===== src/rtl/pipe_pkg.sv =====
// Shared definitions for the RV32 five-stage pipeline control unit:
// FSM state encodings, stage indices and the PC reset value.
package pipe_pkg;

  typedef enum logic [1:0] {
    S_RUN     = 2'd0,
    S_STALL   = 2'd1,
    S_MEMWAIT = 2'd2
  } state_e;

  localparam int unsigned STG_IF  = 0;
  localparam int unsigned STG_DE  = 1;
  localparam int unsigned STG_EXE = 2;
  localparam int unsigned STG_ACC = 3;
  localparam int unsigned STG_WB  = 4;

  localparam logic [31:0] PC_RESET = 32'h0000_0000;

endpackage


===== src/rtl/sat_counter.sv =====
// W-bit up counter that sticks at all-ones, with synchronous clear and
// synchronous active-high reset.
module sat_counter #(
  parameter int unsigned W = 16
) (
  input  logic         clk,
  input  logic         rst,
  input  logic         clr,
  input  logic         inc,
  output logic [W-1:0] cnt
);

  logic [W-1:0] cnt_d;
  logic [W-1:0] cnt_q;

  // next count: clear wins, increment only below the ceiling
  always_comb begin
    cnt_d = cnt_q;
    if (clr) begin
      cnt_d = '0;
    end else if (inc && (cnt_q != '1)) begin
      cnt_d = cnt_q + W'(1);
    end else begin
      cnt_d = cnt_q;
    end
  end

  // count register
  always_ff @(posedge clk) begin
    if (rst) begin
      cnt_q <= '0;
    end else begin
      cnt_q <= cnt_d;
    end
  end

  assign cnt = cnt_q;

endmodule


===== src/rtl/pipe_ctrl.sv =====
// Pipeline control: turns hazard stalls, EXE redirects and data-memory waits
// into per-stage enables, bubbles and valid tracking for IF/DE/EXE/ACC/WB.
module pipe_ctrl
  import pipe_pkg::*;
#(
  parameter int unsigned STALL_MAX = 4,
  parameter int unsigned CNT_W     = 16
) (
  input  logic             clk,
  input  logic             rst,
  input  logic             hazard_stall,
  input  logic             redirect_exe,
  input  logic [31:0]      redirect_pc,
  input  logic             dmem_busy,
  output logic             pc_en,
  output logic             pc_sel,
  output logic [31:0]      pc_target,
  output logic             de_en,
  output logic             exe_en,
  output logic             acc_en,
  output logic             wb_en,
  output logic             de_valid,
  output logic             exe_valid,
  output logic             acc_valid,
  output logic             wb_valid,
  output logic [CNT_W-1:0] stall_cnt,
  output logic [CNT_W-1:0] flush_cnt,
  output logic             stall_err
);

  localparam int unsigned       RUN_W     = $clog2(STALL_MAX + 2);
  localparam logic [RUN_W-1:0]  STALL_LIM = RUN_W'(STALL_MAX);

  state_e      state_d, state_q;
  logic        de_valid_d, de_valid_q;
  logic        exe_valid_d, exe_valid_q;
  logic        acc_valid_d, acc_valid_q;
  logic        wb_valid_d, wb_valid_q;
  logic [31:0] pc_target_d, pc_target_q;
  logic        stall_err_d, stall_err_q;

  logic        mem_hold_s;
  logic        redir_take_s;
  logic        stall_take_s;
  logic        run_clr_s;
  logic [RUN_W-1:0] run_cnt_s;

  // Requests only count when the stage they concern holds a real instruction.
  assign mem_hold_s   = dmem_busy    & acc_valid_q;
  assign redir_take_s = redirect_exe & exe_valid_q;
  assign stall_take_s = hazard_stall & de_valid_q;

  // priority decode of enables, valid propagation and next state
  always_comb begin
    pc_en        = 1'b0;
    pc_sel       = 1'b0;
    de_en        = 1'b0;
    exe_en       = 1'b0;
    acc_en       = 1'b0;
    wb_en        = 1'b0;
    run_clr_s    = 1'b0;
    state_d      = state_q;
    de_valid_d   = de_valid_q;
    exe_valid_d  = exe_valid_q;
    acc_valid_d  = acc_valid_q;
    wb_valid_d   = wb_valid_q;
    pc_target_d  = pc_target_q;
    stall_err_d  = stall_err_q;
    if (rst) begin
      state_d = S_RUN;
    end else if (mem_hold_s) begin
      // freeze everything; held inputs are re-evaluated when memory is ready
      state_d = S_MEMWAIT;
    end else if (redir_take_s) begin
      pc_en       = 1'b1;
      pc_sel      = 1'b1;
      de_en       = 1'b1;
      exe_en      = 1'b1;
      acc_en      = 1'b1;
      wb_en       = 1'b1;
      run_clr_s   = 1'b1;
      pc_target_d = redirect_pc;
      de_valid_d  = 1'b0;
      exe_valid_d = 1'b0;
      acc_valid_d = 1'b1;
      wb_valid_d  = acc_valid_q;
      state_d     = S_RUN;
    end else if (stall_take_s) begin
      exe_en      = 1'b1;
      acc_en      = 1'b1;
      wb_en       = 1'b1;
      exe_valid_d = 1'b0;
      acc_valid_d = exe_valid_q;
      wb_valid_d  = acc_valid_q;
      state_d     = S_STALL;
      if (run_cnt_s >= STALL_LIM) begin
        stall_err_d = 1'b1;
      end else begin
        stall_err_d = stall_err_q;
      end
    end else begin
      pc_en       = 1'b1;
      de_en       = 1'b1;
      exe_en      = 1'b1;
      acc_en      = 1'b1;
      wb_en       = 1'b1;
      run_clr_s   = 1'b1;
      de_valid_d  = 1'b1;
      exe_valid_d = de_valid_q;
      acc_valid_d = exe_valid_q;
      wb_valid_d  = acc_valid_q;
      state_d     = S_RUN;
    end
  end

  // control state, valid bits, redirect target and sticky error
  always_ff @(posedge clk) begin
    if (rst) begin
      state_q     <= S_RUN;
      de_valid_q  <= 1'b0;
      exe_valid_q <= 1'b0;
      acc_valid_q <= 1'b0;
      wb_valid_q  <= 1'b0;
      pc_target_q <= PC_RESET;
      stall_err_q <= 1'b0;
    end else begin
      state_q     <= state_d;
      de_valid_q  <= de_valid_d;
      exe_valid_q <= exe_valid_d;
      acc_valid_q <= acc_valid_d;
      wb_valid_q  <= wb_valid_d;
      pc_target_q <= pc_target_d;
      stall_err_q <= stall_err_d;
    end
  end

  sat_counter #(.W(CNT_W)) u_stall_cnt (
    .clk (clk),
    .rst (rst),
    .clr (1'b0),
    .inc (stall_take_s & ~mem_hold_s & ~redir_take_s),
    .cnt (stall_cnt)
  );

  sat_counter #(.W(CNT_W)) u_flush_cnt (
    .clk (clk),
    .rst (rst),
    .clr (1'b0),
    .inc (redir_take_s & ~mem_hold_s),
    .cnt (flush_cnt)
  );

  // consecutive stall cycles; a memory freeze neither extends nor breaks a run
  sat_counter #(.W(RUN_W)) u_run_cnt (
    .clk (clk),
    .rst (rst),
    .clr (run_clr_s),
    .inc (stall_take_s & ~mem_hold_s & ~redir_take_s),
    .cnt (run_cnt_s)
  );

  assign pc_target = pc_target_q;
  assign de_valid  = de_valid_q;
  assign exe_valid = exe_valid_q;
  assign acc_valid = acc_valid_q;
  assign wb_valid  = wb_valid_q;
  assign stall_err = stall_err_q;

endmodule


===== config.mk =====
export PLATFORM = sky130hd
export DESIGN_NAME = pipe_ctrl
export DESIGN_NICKNAME = d
export VERILOG_FILES = /design/src/rtl/pipe_pkg.sv /design/src/rtl/sat_counter.sv /design/src/rtl/pipe_ctrl.sv
export SDC_FILE = /design/constraint.sdc
export NUM_CORES = 1
export LEC_CHECK = 0
export BUFFER_PORTS_ARGS = -buffer_cell sky130_fd_sc_hd__buf_2
export CAP_MARGIN = 20
export CORE_MARGIN = 2
export CORE_UTILIZATION = 52
export CTS_CLUSTER_DIAMETER = 40
export CTS_CLUSTER_SIZE = 40
export DETAILED_ROUTE_END_ITERATION = 12
export PLACE_DENSITY = 0.84
export SLEW_MARGIN = 25
export SYNTH_ARGS = -nofsm -noshare
export SYNTH_HDL_FRONTEND = slang
export SYNTH_SLANG_ARGS = --single-unit

===== constraint.sdc =====
create_clock -name clk -period 7 [get_ports clk]
set_clock_uncertainty 0.2 [all_clocks]
set_input_delay 1.75 -clock clk [delete_from_list [all_inputs] [get_ports clk]]
set_output_delay 1.75 -clock clk [all_outputs]
set_load 0.01 [all_outputs]

## Word-level counts from Yosys, hierarchy flattened

Index checks and enable logic that the tools add are counted.

| storage, ports and cells | value |
|---|---|
| register bits after elaboration | 72 |
| output and inout bits | 75 |
| input bits | 37 |

| operators by class | value |
|---|---|
| bitwise operators | 8 |
| order comparisons | 1 |
| reduce and logical (&&, ||, !) cells | 7 |
| add/subtract/negate cells | 3 |
| mux-type cells | 14 |
| eq/ne operators | 4 |

Operators with widths:

| operator | count |
|---|---|
| 16-bit by 1-bit adder with 16-bit output (second input constant) | 2 |
| 16-bit != test (second input constant) | 2 |
| 1-bit two-way mux | 14 |
| 1-bit bitwise AND | 6 |
| 2-bit AND reduction | 2 |
| 4-bit AND reduction | 1 |
| 3-bit by 1-bit adder with 3-bit output (second input constant) | 1 |
| 3-bit greater-or-equal comparator (second input constant) | 1 |
| 1-bit logical AND | 3 |
| 3-bit != test (second input constant) | 1 |
| 2-bit != test (second input constant) | 1 |
| 1-bit inverter | 2 |
| 2-bit OR reduction | 1 |

## Logic depth before layout (Yosys ltp)

Gate-level depths: netlist (run 1).

| logic depth | value |
|---|---|
| word-level depth | 6 |
| depth in mapped cells | 6 |

## Cells and area by module

Synthesis (run 1) repeated with hierarchy kept, for this count alone.

| unflattened totals | value |
|---|---|
| cells, all modules | 341 |
| area, all modules | 3324.4 um^2 |

By module, submodules not included:

| module | area each (um^2) | times used | cells an instance |
|---|---|---|---|
| sat_counter (u_flush_cnt ...) | 917.1 | 2 | 102 |
| pipe_ctrl | 1347.5 | 1 | 125 |
| sat_counter (u_run_cnt) | 142.6 | 1 | 12 |

## Worst setup path after synthesis (run 1)

OpenSTA, ideal clock, no wires.

| timing path | value |
|---|---|
| kind | input to output |
| start | input rst |
| end | output exe_en |
| setup slack | 2.136 ns |
| path buffers | 4 |
| cell stages on the path | 5 |
| data arrival time | 2.914 ns |
| data required time | 5.050 ns |
| cells stage by stage | clkbuf_1 > buf_1 > buf_1 > nor2_1 > buf_4 |

| between the ends | value |
|---|---|
| cells in the longest elaborated chain, start to end | 1 |

Ends and longest elaborated chain:

| item | line | text |
|---|---|---|
| start: declaration | pipe_ctrl.sv:10 | `input logic rst,` |
| 1-bit two-way mux | n/a |  |
| end: declaration | pipe_ctrl.sv:19 | `output logic exe_en,` |

Every way passes these cells.

## Worst setup path after layout (run 1)

| timing path | value |
|---|---|
| start | input rst |
| end | output pc_sel |

| between the ends | value |
|---|---|
| cells in the longest elaborated chain, start to end | 1 |

Ends and longest elaborated chain:

| item | line | text |
|---|---|---|
| 1-bit two-way mux | pipe_ctrl.sv:69 | `if (rst) begin` |
| end: declaration | pipe_ctrl.sv:16 | `output logic pc_sel,` |

Every way passes these cells.

==> summary by stage, run 1 <==
Clock network
After clock tree synthesis, the clock-pin slew on the worst setup and hold paths is 80 ps. The later pin in the worst-skew pair is clocked with a latency of 330 ps. The post-cts hold buffer count is 0. TritonCTS built the clock tree. The tree is rooted in a clkbuf_8. The number of sinks on the clock net is 72. In this run the number of H-tree levels came out at 3.

The number of resized instances in the post-cts repair step is 0. The clock passes through at most 2 buffers. The number of clock buffers inserted by TritonCTS is 9. Once the clock tree was built, the setup fixing pass inserted 0 buffers.

Synth
After synthesis, the most frequently instantiated cells are 72 x dfxtp_1, 40 x nor2_1, 32 x a22o_1, 15 x nand2_1. The synthesized design spends more area on one cell type than any other, namely dfxtp_1. The mean instance size in the synthesized netlist is 9.87 um2. For this run, the leading register cell type out of synthesis is dfxtp_1. The register bit count reported by yosys is 72. The area of the mapped netlist is 2960 um2.

Of the post-synthesis cell area, the dominant cell type holds 48.7%. Of the synthesized area, sequential elements account for 48.7%. Ranked by total cell area, the synthesized netlist is headed by dfxtp_1 49%, a22o_1 9.5%, nor2_1 5.1%. The number of distinct library cell variants in the gate-level netlist after synthesis is 47. The total of warnings raised by yosys is 0. The leading cell type by number of instances after synthesis is dfxtp_1.

Synthesis produced a netlist whose cell count is 300. Synthesis produced a netlist with a net count of 341. The share of flip-flops with an asynchronous set or reset is 0%. Counting flops with a built-in enable in the synthesized netlist gives 0.

Setup path
The startpoint type of the worst setup path is a primary input. Data on the critical path is required at its endpoint by 5050 ps. For the worst setup path, the data arrival time is 2960 ps. The worst setup path is of the in2out kind.

The standard cell with the maximum stage delay on the critical path is buf_2. STA classifies the critical path endpoint as an output port. Grouping stages by cell kind, the critical path spends the most delay in buffers and inverters. The most numerous cell on the critical path is buf_2. Along the worst path, the maximum fanout reaches 46. On the worst path, the slowest cell contributes a delay of 360 ps. The critical path goes through buf_2, nor3_4, buf_4, buf_2. The total buffers and inverters traversed by the critical path is 3.

Floorplan
For this configuration, the core starts out at a cell density of 53.8%. The die width is 79.5 um. The y dimension of the die is 79.5 um. The number of placement rows is 27. The core region is roughly 5500 um2.

The die covers 6310 um2. The boundary pin count is 112.

Timing
The final-report max-slew violation count is 0. The aggregate negative setup slack is 0 ps. Setup repair after global routing left no endpoint under its margin. The slew at the pin with the worst max-slew slack is between 800 and 900 ps. The final setup violation count is 0. The time the worst path needs with I/O delays and setup is 4910 ps. Dividing the final minimum period by the clock period gives 70.1%. The maximum achievable frequency is about 200 MHz. Headroom to the max-slew limit came out at 42.8%. The total count of hold-check failures in the final report is 0.

Run status
The flow ran to the end, and the final reports show no timing, DRC or antenna violations.

Power and ir drop
VDD sags by at most 0.178 mV. The leakage power summed over all cells is 1.71 nW. The power density normalized to cell area is 218 nW/um2. The post-layout total power is 0.000821 W.

Run
The total of max-cap violations is 0.

Cells and area
The fill cell instance count of the final layout is 430. The number of nets in the layout is around 450. Relative to the synthesized area, the layout overhead comes to 27.2%. Cells with a size suffix above 1 make up 35.0% of the layout. Once layout is complete, the cells apart from fillers number 484. The area occupied by multi-input gates is 1450 um2. The number of antenna diodes is 0. Across the whole layout, storage elements account for between 1000 and 1500 um2.

Placement
The global placement routability congestion is 0.845. The number of placed instances, taps included is 468. The count of input and output buffers is 111. After legalization and detailed placement, the total HPWL measured 4.78 mm.

Global routing
The first-pass GRT wire length is roughly 11 mm. The pin count of the biggest net entering global routing is 47. The initial antenna violation count is 0. The aggregate global routing overflow is 0. The via count of the first global-routing pass is 2425.

The overall global routing resource usage is 21.4%.

Detailed routing
The post-route antenna net violation count is 0. For this run, design rule violations remaining after detail routing come to 0. The wire length on met1 is between 2 and 3 mm.

The first-iteration detailed-routing DRC count is 117. The via density per instance is 5.55. Detailed routing inserted a total of 2687 vias. Wire segments on met2 add up to 3.36 mm in the final route.

Summed over all nets, wire length on met3 after detailed routing comes to 351 um. The number of iterations in the first detailed-routing pass is 4. The highest signal layer in the routed design is met4. The routed length per instance is around 14 um. For this block, the routed nets add up to ~6.8 mm of wire.

Hold path
The worst hold path belongs to the class reg2reg.
==> layout by cell type (no fill, tap or decap), types with 2 or more instances in the layout <==
cell type    n
a21oi_1      8
a22o_1      32
a22oi_1      2
a31oi_1      3
and2_1       2
and3_1       4
and4_1       5
buf_2      111
bufinv_16    2
clkbuf_8     9
clkinv_2     2
dfxtp_1     72
ha_1         4
inv_1        2
mux2_1       2
mux2i_1      3
nand2_1     15
nand2b_1     2
nand3_1      8
nand4_1     12
nand4_2      3
nor2_1      39
nor2b_1      3
nor3_1       9
nor3_2       3
nor3_4       2
nor3b_1      3
nor4_1       4
nor4_2       2
o21ai_0      6
xnor2_1     12
xor2_1       6
==> routing by layer <==
layer	vias to the layer above	global-route usage, %
met5	-	0
li1	1313	-
met1	1267	26.6
met3	12	3.85
met4	0	9.31
met2	95	36.4
==> final timing paths <==
path | from | to | slack (ps) | cells past startpoint
worst max-delay path | rst | pc_sel | 2090 | 4
worst min-delay path | pc_target[23]$_SDFFE_PP0P_ | pc_target[23]$_SDFFE_PP0P_ | 270 | 1
worst max register to register | exe_valid$_SDFFE_PP0N_ | u_stall_cnt.cnt[15]$_SDFFE_PP0P_ | 4780 | 5
worst min register to register | pc_target[23]$_SDFFE_PP0P_ | pc_target[23]$_SDFFE_PP0P_ | 270 | 1
==> where the power goes <==
part	switching, W	internal (W)
Clock	0.000152	0.000201
Combinational	0.0000269	0.0000204
Sequential	0.00000462	0.000416
Total	0.000184	0.000637
==> flip-flops by register name (all words and copies together) (netlist names) <==
signal,flops
u_run_cnt.cnt,3
stall_err,1
de_valid,1
u_flush_cnt.cnt,16
pc_target,32
exe_valid,1
u_stall_cnt.cnt,16
acc_valid,1
wb_valid,1
==> cell type report <==
type,instances,area share (%)
Sequential cell,72,38.3
Clock inverter,7,2.52
Inverter,2,0.199
Tap cell,72,2.39
Clock buffer,9,3.29
Timing Repair Buffer,112,14.9
Multi-Input combinational cell,210,38.4
==> per-stage QoR <==
stage / instance area (um2) / hold WS [ps] / worst slack [ps] / util, %
floorplan: 2960 / 281 / 2140 / -
global placement: 3540 / 251 / 2130 / 64.3
detailed placement: 3550 / 251 / 2110 / 64.4
CTS: 3770 / 276 / 2110 / 68.4
global route: 3770 / 285 / 2040 / 68.4
finish: 3770 / 272 / 2090 / 68.4
==> cell families after synthesis <==
logic type | synth area share (%)
AOI/OAI and AO/OA | 15.3
xor gates and xnor gates | 5.32
adders and majority gates | 1.69
muxes | 1.77
and+or+nand+nor | 24.3
DFF | 48.7
buffers and inverters | 2.96
Note: power is estimated with default switching activity, not from simulation.
==> run 2: changes to the inputs <==
--- a/config.mk
+++ b/config.mk
@@ -5,14 +5,15 @@
 export SDC_FILE = /design/constraint.sdc
 export NUM_CORES = 1
 export LEC_CHECK = 0
+export ABC_AREA = 1
 export BUFFER_PORTS_ARGS = -buffer_cell sky130_fd_sc_hd__buf_2
 export CAP_MARGIN = 20
 export CORE_MARGIN = 2
-export CORE_UTILIZATION = 52
+export CORE_UTILIZATION = 50
 export CTS_CLUSTER_DIAMETER = 40
 export CTS_CLUSTER_SIZE = 40
 export DETAILED_ROUTE_END_ITERATION = 12
-export PLACE_DENSITY = 0.84
+export PLACE_DENSITY = 0.79
 export SLEW_MARGIN = 25
 export SYNTH_ARGS = -nofsm -noshare
 export SYNTH_HDL_FRONTEND = slang
==> constraint.sdc (replaced) <==
create_clock -name clk -period 4.6 [get_ports clk]
set_clock_uncertainty 0.2 [all_clocks]
set_input_delay 1.15 -clock clk [delete_from_list [all_inputs] [get_ports clk]]
set_output_delay 1.15 -clock clk [all_outputs]
set_load 0.01 [all_outputs]
==> summary by stage, run 2 <==
Placement
The global placement routability congestion came to 0.867 (+2.6%). The estimated wirelength of the detail-placed design is 5.51 mm (+15%). The count of input and output buffers is 111 (unchanged).

Clock network
The clock latency reported for the late side of the worst-skew pair is 340 ps (about the same). The clock tree from TritonCTS is done. The maximum buffer depth of the clock tree is 2 (unchanged). The clock-pin slew of the registers on the worst-case setup and hold paths is 70 ps (about the same). The post-cts hold buffer count is 0 (unchanged). The number of resized instances in the post-cts repair step is 0 (unchanged). The number of clock buffers inserted by TritonCTS came to 9 (unchanged). The total setup buffers inserted after CTS is 0 (unchanged).

The root buffer cell is clkbuf_8. The level count of the clock H-tree is 3 (unchanged). The number of sinks on the clock net is 72 (unchanged).

Global routing
The aggregate global routing overflow came to 0 (unchanged). The first-pass GRT wire length came to 13.0 mm (+20%). The via count of the first global-routing pass was 3012 (+24%). The initial antenna violation count is 0 (unchanged). The overall global routing resource usage came to 21.7% (+0.27 points). The pin count of the biggest net entering global routing is 65 (+38%).

Synth
In the post-synthesis netlist, the cell with the most instances is nand2_1. The total of warnings raised by yosys is 0 (unchanged). In the synthesized netlist, the cells that appear most often are 151 x nand2_1, 77 x nor2_1, 72 x dfxtp_1, 72 x nand3_1, 32 x a21oi_1. The sequential cell area fraction in the yosys report was 43.4% (-5.2 points). The number of nets produced by synthesis is 532 (+56%). The number of enable-type register cells in the synthesized netlist is 0 (unchanged).

The top flip-flop cell by instance count after synthesis is dfxtp_1. The area of the mapped netlist came to 3320 um2 (+12%). The area share of the largest cell type after synthesis is 43.4% (-5.2 points). The largest total area in the synthesized netlist belongs to dfxtp_1. Ranked by total cell area, the synthesized netlist is headed by dfxtp_1 43%, nand2_1 17%, nand3_1 11%. The number of standard cells after synthesis is 491 (+64%). The mean instance size in the synthesized netlist was 6.76 um2 (-32%). The share of flip-flops with an asynchronous set or reset is 0% (unchanged).

The register bit count reported by yosys is 72 (unchanged). The number of distinct library cell variants in the gate-level netlist after synthesis is 25 (-47%).

Power and ir drop
The leakage power summed over all cells is 2.10 nW (+23%). The worst-case vdd ir drop was 0.194 mV (+9.0%). The power density normalized to cell area came to 308 nW/um2 (+41%).

Cells and area
In the layout the commonest cells are 151 x nand2_1, 111 x buf_2, 76 x nor2_1. The number of flip-flops under the largest register name was 32 (unchanged). The number of nets in the layout is 635 (+42%).

The fill cell instance count of the final layout was 597 (+39%). The leading cell type in the layout, fill and taps excluded is nand2_1. The area growth from synthesis to layout is 22.8%.

The fraction of layout instances using a drive strength above 1 is 24.4% (-11 points). The number of antenna diodes was 0 (unchanged).

Setup path
The largest fanout on the critical path was 33 (-28%). The signal on the critical path passes through buf_2, nand2_2, nand3_1, nor2_2, buf_4, buf_2. The category of the worst setup path capture point is an output port.

The largest stage delay on the critical path is 300 ps (-60 ps). The total buffers and inverters traversed by the critical path is 3 (unchanged). The slowest stage of the critical path is the buf_4 cell. The critical path is of the in2out type.

The kind of cell with the highest combined delay along the critical path is buffers and inverters. The arrival time of data at the critical path endpoint is 2130 ps (-830 ps). By instance count, the cell type seen most on the critical path is buf_2. The worst setup path is launched from a primary input. The critical path data required time came to 3250 ps (-1800 ps).

Floorplan
The area of the core region is 6390 um2 (+16%). The die width is 85.5 um (+7.6%). The y dimension of the die was 85.5 um (+7.6%).

The number of placement rows is 29 (+7.4%). The floorplan die area came to 7300 um2 (+16%). The effective utilization at floorplan is 52.0% (-1.8 points). The boundary pin count was 112 (unchanged).

Detailed routing
The total routed wirelength is 7.81 mm (+16%). The routed length per instance is 11.6 um (-17%). The first-iteration detailed-routing DRC count came to 158 (+35%). The number of iterations in the first detailed-routing pass is 4 (unchanged).

The total via count in the routed design is 3440 (+28%). The via density per instance is 5.09 (-8.3%). The residual DRC count is 0 (unchanged). The post-route antenna net violation count is 0 (unchanged).

Hold path
The min-delay analysis places its worst path in the category reg2reg.

Run status
The run finished with clean final reports.

Timing
The final setup violation count is 0 (unchanged). The worst slack on hold paths is 240 ps (-32.2 ps). The final-report max-slew violation count came to 0 (unchanged). The aggregate negative setup slack is 0 ps (unchanged). The share of the cycle needed by the critical path after routing is between 70% and 80%. The maximum achievable frequency is 287 MHz. The relative slew slack is 42.5% (-0.32 points). The total count of hold-check failures in the final report is 0 (unchanged). Setup repair after global routing left no endpoint under its margin.

The slew at the pin with the worst max-slew slack is 862 ps (+3.73 ps). The time the worst path needs with I/O delays and setup is 3480 ps.

Run
The total of max-cap violations is 0 (unchanged).
run 2: cell types whose count changed after synthesis, sizes merged, moves of 5 or more:
cell,delta
nand4,-13
a22o,-32
nor3,-10
a21oi,+24
xor2,-6
nor4,-7
nor2,+44
inv,+35
nand2,+137
xnor2,-12
nand3,+65
clkbuf,-6
buf,+11
and4,-5
run 2: worst min-delay path, cell delays in order, from the launching register on:
cell and delay [ps]:
dfxtp_1 310, inv_1 40, a21oi_1 50
run 2: per-stage QoR:
step | worst slack, ps | total power (W) | cells | utilization (%) | instance area (um2)
after floorplan | 1320 | 0.000697 | 491 | - | 3320
after global placement | 1150 | 0.000727 | 660 | 60.5 | 3860
after detailed placement | 1130 | 0.000729 | 660 | 60.5 | 3860
after CTS | 1110 | 0.00127 | 676 | 63.8 | 4070
after global routing | 1060 | 0.00131 | 676 | 63.8 | 4070
final | 1120 | 0.00125 | 676 | 63.8 | 4070
run 2: worst paths after layout:
check                                       start                               to  slack [ps]  cells after the start
setup / recovery                        dmem_busy                           pc_sel        1120                      6
hold / removal              wb_valid$_SDFFE_PP0N_            wb_valid$_SDFFE_PP0N_         240                      2
setup reg to reg  u_flush_cnt.cnt[0]$_SDFFE_PP0P_  u_flush_cnt.cnt[9]$_SDFFE_PP0P_        2390                      7
hold reg to reg             wb_valid$_SDFFE_PP0N_            wb_valid$_SDFFE_PP0N_         240                      2
run 2: report_power, final:
part	internal [W]	switching (W)	leakage [nW]
combinational	0.0000308	0.0000449	1.41
sequential	0.000632	0.00000682	0.582
clock	0.000304	0.000235	0.110
total	0.000967	0.000287	2.10
run 2: cell families (layout without fill, tap and decap cells):
kind of cell / Yosys count / in the layout / share of synthesized area [%]
adder cells (fa/ha/maj): 4 / 4 / 1.51
flip-flops: 72 / 72 / 43.4
AND/OR/NAND/NOR: 321 / 321 / 41.7
AO/OA/AOI/OAI: 35 / 35 / 5.28
buffers and inverters: 59 / 167 / 8.11
run 2: cell type report:
class | count | area (um2) | area share [%]
inverter | 38 | 144 | 3.53
timing repair buffer | 113 | 571 | 14.0
clock inverter | 6 | 83.8 | 2.06
clock buffer | 10 | 128 | 3.13
tap | 77 | 96.3 | 2.36
multi-input combinational | 360 | 1610 | 39.5
sequential | 72 | 1440 | 35.4
run 2: layer usage:
metal / part of all wire [%] / GRT usage (%) / wire length, um
met5: 0 / 0 / 0
met4: 1.4 / 8.95 / 106
met3: 6.7 / 5.45 / 526
met2: 46 / 35.6 / 3590
met1: 46 / 27.2 / 3590
==> run 3: changes to the inputs <==
--- a/config.mk
+++ b/config.mk
@@ -9,11 +9,11 @@
 export BUFFER_PORTS_ARGS = -buffer_cell sky130_fd_sc_hd__buf_2
 export CAP_MARGIN = 20
 export CORE_MARGIN = 2
-export CORE_UTILIZATION = 50
+export CORE_UTILIZATION = 45
 export CTS_CLUSTER_DIAMETER = 40
 export CTS_CLUSTER_SIZE = 40
 export DETAILED_ROUTE_END_ITERATION = 12
-export PLACE_DENSITY = 0.79
+export PLACE_DENSITY = 0.76
 export SLEW_MARGIN = 25
 export SYNTH_ARGS = -nofsm -noshare
 export SYNTH_HDL_FRONTEND = slang
==> constraint.sdc (replaced) <==
create_clock -name clk -period 2.8 [get_ports clk]
set_clock_uncertainty 0.2 [all_clocks]
set_input_delay 0.7 -clock clk [delete_from_list [all_inputs] [get_ports clk]]
set_output_delay 0.7 -clock clk [all_outputs]
set_load 0.01 [all_outputs]
==> summary by stage, run 3 (synthesis results as in run 2) <==
Run status
The run finished with clean final reports.

Global routing
After global routing, the most crowded layer is met2. The met1 routing resource usage after global routing came to 25.2% (-2.0 points). The pin count of the biggest net entering global routing came to 47 (-28%). The first-pass GRT wire length is 13.7 mm (+4.9%). The global-route met2 utilization is 33.3% (-2.2 points). The aggregate global routing overflow is 0 (unchanged). The initial antenna violation count is 0 (unchanged).

The overall global routing resource usage is 20.3% (-1.4 points). The met3 track demand over resource came to 6.37% (+0.92 points). The via count of the first global-routing pass is 3067 (+1.8%).

Clock network
The number of sinks on the clock net was 72 (unchanged). The number of resized instances in the post-cts repair step is 0 (unchanged). The number of clock buffers inserted by TritonCTS is 9 (unchanged). The post-cts hold buffer count was 0 (unchanged). The level count of the clock H-tree is 3 (unchanged).

TritonCTS built the clock tree. The maximum buffer depth of the clock tree is 2 (unchanged). The clock latency reported for the late side of the worst-skew pair is 340 ps (about the same). In this run the clock root is driven by a clkbuf_8. The total setup buffers inserted after CTS is 0 (unchanged).

The clock-pin slew of the registers on the worst-case setup and hold paths is 80 ps (about the same).

Detailed routing
The total via count in the routed design is 3428 (-0.35%). The residual DRC count is 0 (unchanged). The via density per instance is 4.89 (-3.9%). The first-iteration detailed-routing DRC count is 122 (-23%). The post-route antenna net violation count came to 0 (unchanged). The total routed wirelength came to 8.19 mm (+4.9%). The number of iterations in the first detailed-routing pass is 5 (+1). The routed length per instance is 11.7 um (+1.1%).

Timing
The total count of hold-check failures in the final report is 0 (unchanged). The final-report max-slew violation count is 0 (unchanged). Timing would allow up to 411 MHz.

The final setup violation count is 0 (unchanged). The aggregate negative setup slack was 0 ps (unchanged). Setup repair after global routing left no endpoint under its margin. The final critical path takes up 86.8% of the cycle. The slew at the pin with the worst max-slew slack is 375 ps (-486 ps).

The relative slew slack is 74.9% (+32 points). The time the worst path needs with I/O delays and setup is 2430 ps.

Setup path
The internal reg-to-reg setup slack was 780 ps (-1610 ps). The largest fanout on the critical path came to 2 (-94%). The largest stage delay on the critical path is 170 ps (-130 ps). The worst setup path is launched from a primary input. The standard cell with the maximum stage delay on the critical path is a21oi_1.

The critical path in this run is classified as in2out. The total buffers and inverters traversed by the critical path is 4 (+1). The arrival time of data at the critical path endpoint is 1530 ps (-600 ps). Walking the worst path, the cells encountered are buf_2, nand2_1, clkinv_1, a21oi_1, inv_1, nor2_1, buf_2. STA classifies the critical path endpoint as an output port. The critical path data required time is 1900 ps (-1350 ps).

The family with the most delay on the worst path is buffers and inverters. The most numerous cell on the critical path is buf_2.

Floorplan
The boundary pin count is 112 (unchanged). The die width was 89.9 um (+5.2%). The floorplan die area is 8080 um2 (+11%).

The number of placement rows was 31 (+6.9%). The y dimension of the die is 89.9 um (+5.2%). The area of the core region is 7210 um2 (+13%). The effective utilization at floorplan is 46.0% (-6.0 points).

Placement
The global placement routability congestion was 0.887 (+2.3%). The count of input and output buffers is 111 (unchanged). The estimated wirelength of the detail-placed design is 5.98 mm (+8.7%). The number of placed instances, taps included was 685 (+3.8%).

Run
The total of max-cap violations is 0 (unchanged).

Cells and area
The number of flip-flops under the largest register name is 32 (unchanged). The number of antenna diodes is 0 (unchanged). The number of nets in the layout is 638 (+0.47%). Relative to the synthesized area, the layout overhead comes to 25.6%. In the layout the commonest cells are 151 x nand2_1, 111 x buf_2, 76 x nor2_1. The leading cell type in the layout, fill and taps excluded is nand2_1.

The fraction of layout instances using a drive strength above 1 is 24.8% (+0.38 points). The final instance count without filler cells was 701 (+3.7%).

Hold path
The tightest min-delay check is of the reg2reg type.

Power and ir drop
The power density normalized to cell area was 523 nW/um2 (+70%). The post-layout total power is 0.00218 W (+74%). The worst-case vdd ir drop was 0.356 mV (+83%). The leakage power summed over all cells came to 2.13 nW (+1.5%).
run 3: changes by cell type in the layout (fill, tap and decap cells not counted), sizes merged:
cell / change
inv: +1
clkbuf: +1
clkinv: -3
buf: +3
bufinv: +1
run 3: per-layer routing:
layer  wire length, um  up-vias
met4               109        0
met1              3590     1547
li1                  -     1763
met2              3860      109
met3               632        9
met5                 0        -
run 3: worst register-to-register path: cells and delay by family (launching register included):
kind / cells / cell delay [ps]
DFF: 1 / 400
buffers and inverters: 1 / 290
and+or+nand+nor: 4 / 680
adders and majority gates: 1 / 190
AOI/OAI and AO/OA: 1 / 150
run 3: cell type report:
type	count	area, um2
Clock buffer	11	141
Clock inverter	5	104
Fill cell	706	3050
Inverter	38	143
Multi-Input combinational cell	360	1610
Sequential cell	72	1440
Tap cell	99	124
Timing Repair Buffer	116	606
run 3: where the power goes:
group	leakage, nW	switching (W)	internal (W)
registers	0.582	0.0000108	0.00104
clock network	0.124	0.000386	0.000617
logic	1.43	0.0000752	0.0000530
run 3: path summary, 6_finish.rpt:
| kind | start | endpoint | cells past startpoint |
|---|---|---|---|
| max | hazard_stall | pc_en | 7 |
| min | wb_valid$_SDFFE_PP0N_ | wb_valid$_SDFFE_PP0N_ | 2 |
| max reg2reg | u_flush_cnt.cnt[0]$_SDFFE_PP0P_ | u_flush_cnt.cnt[11]$_SDFFE_PP0P_ | 7 |
| min reg2reg | wb_valid$_SDFFE_PP0N_ | wb_valid$_SDFFE_PP0N_ | 2 |
run 3: per-stage QoR:
| step | area [um2] | setup WS, ps | hold slack (ps) | utilization [%] |
|---|---|---|---|---|
| 2_1_floorplan | 3320 | 421 | 241 | - |
| 3_3_place_gp | 3920 | 404 | 252 | 54.4 |
| 3_5_place_dp | 3920 | 355 | 260 | 54.4 |
| 4_1_cts | 4170 | 354 | 271 | 57.8 |
| 5_1_grt | 4170 | 288 | 286 | 57.8 |
| 6_report | 4170 | 369 | 266 | 57.8 |
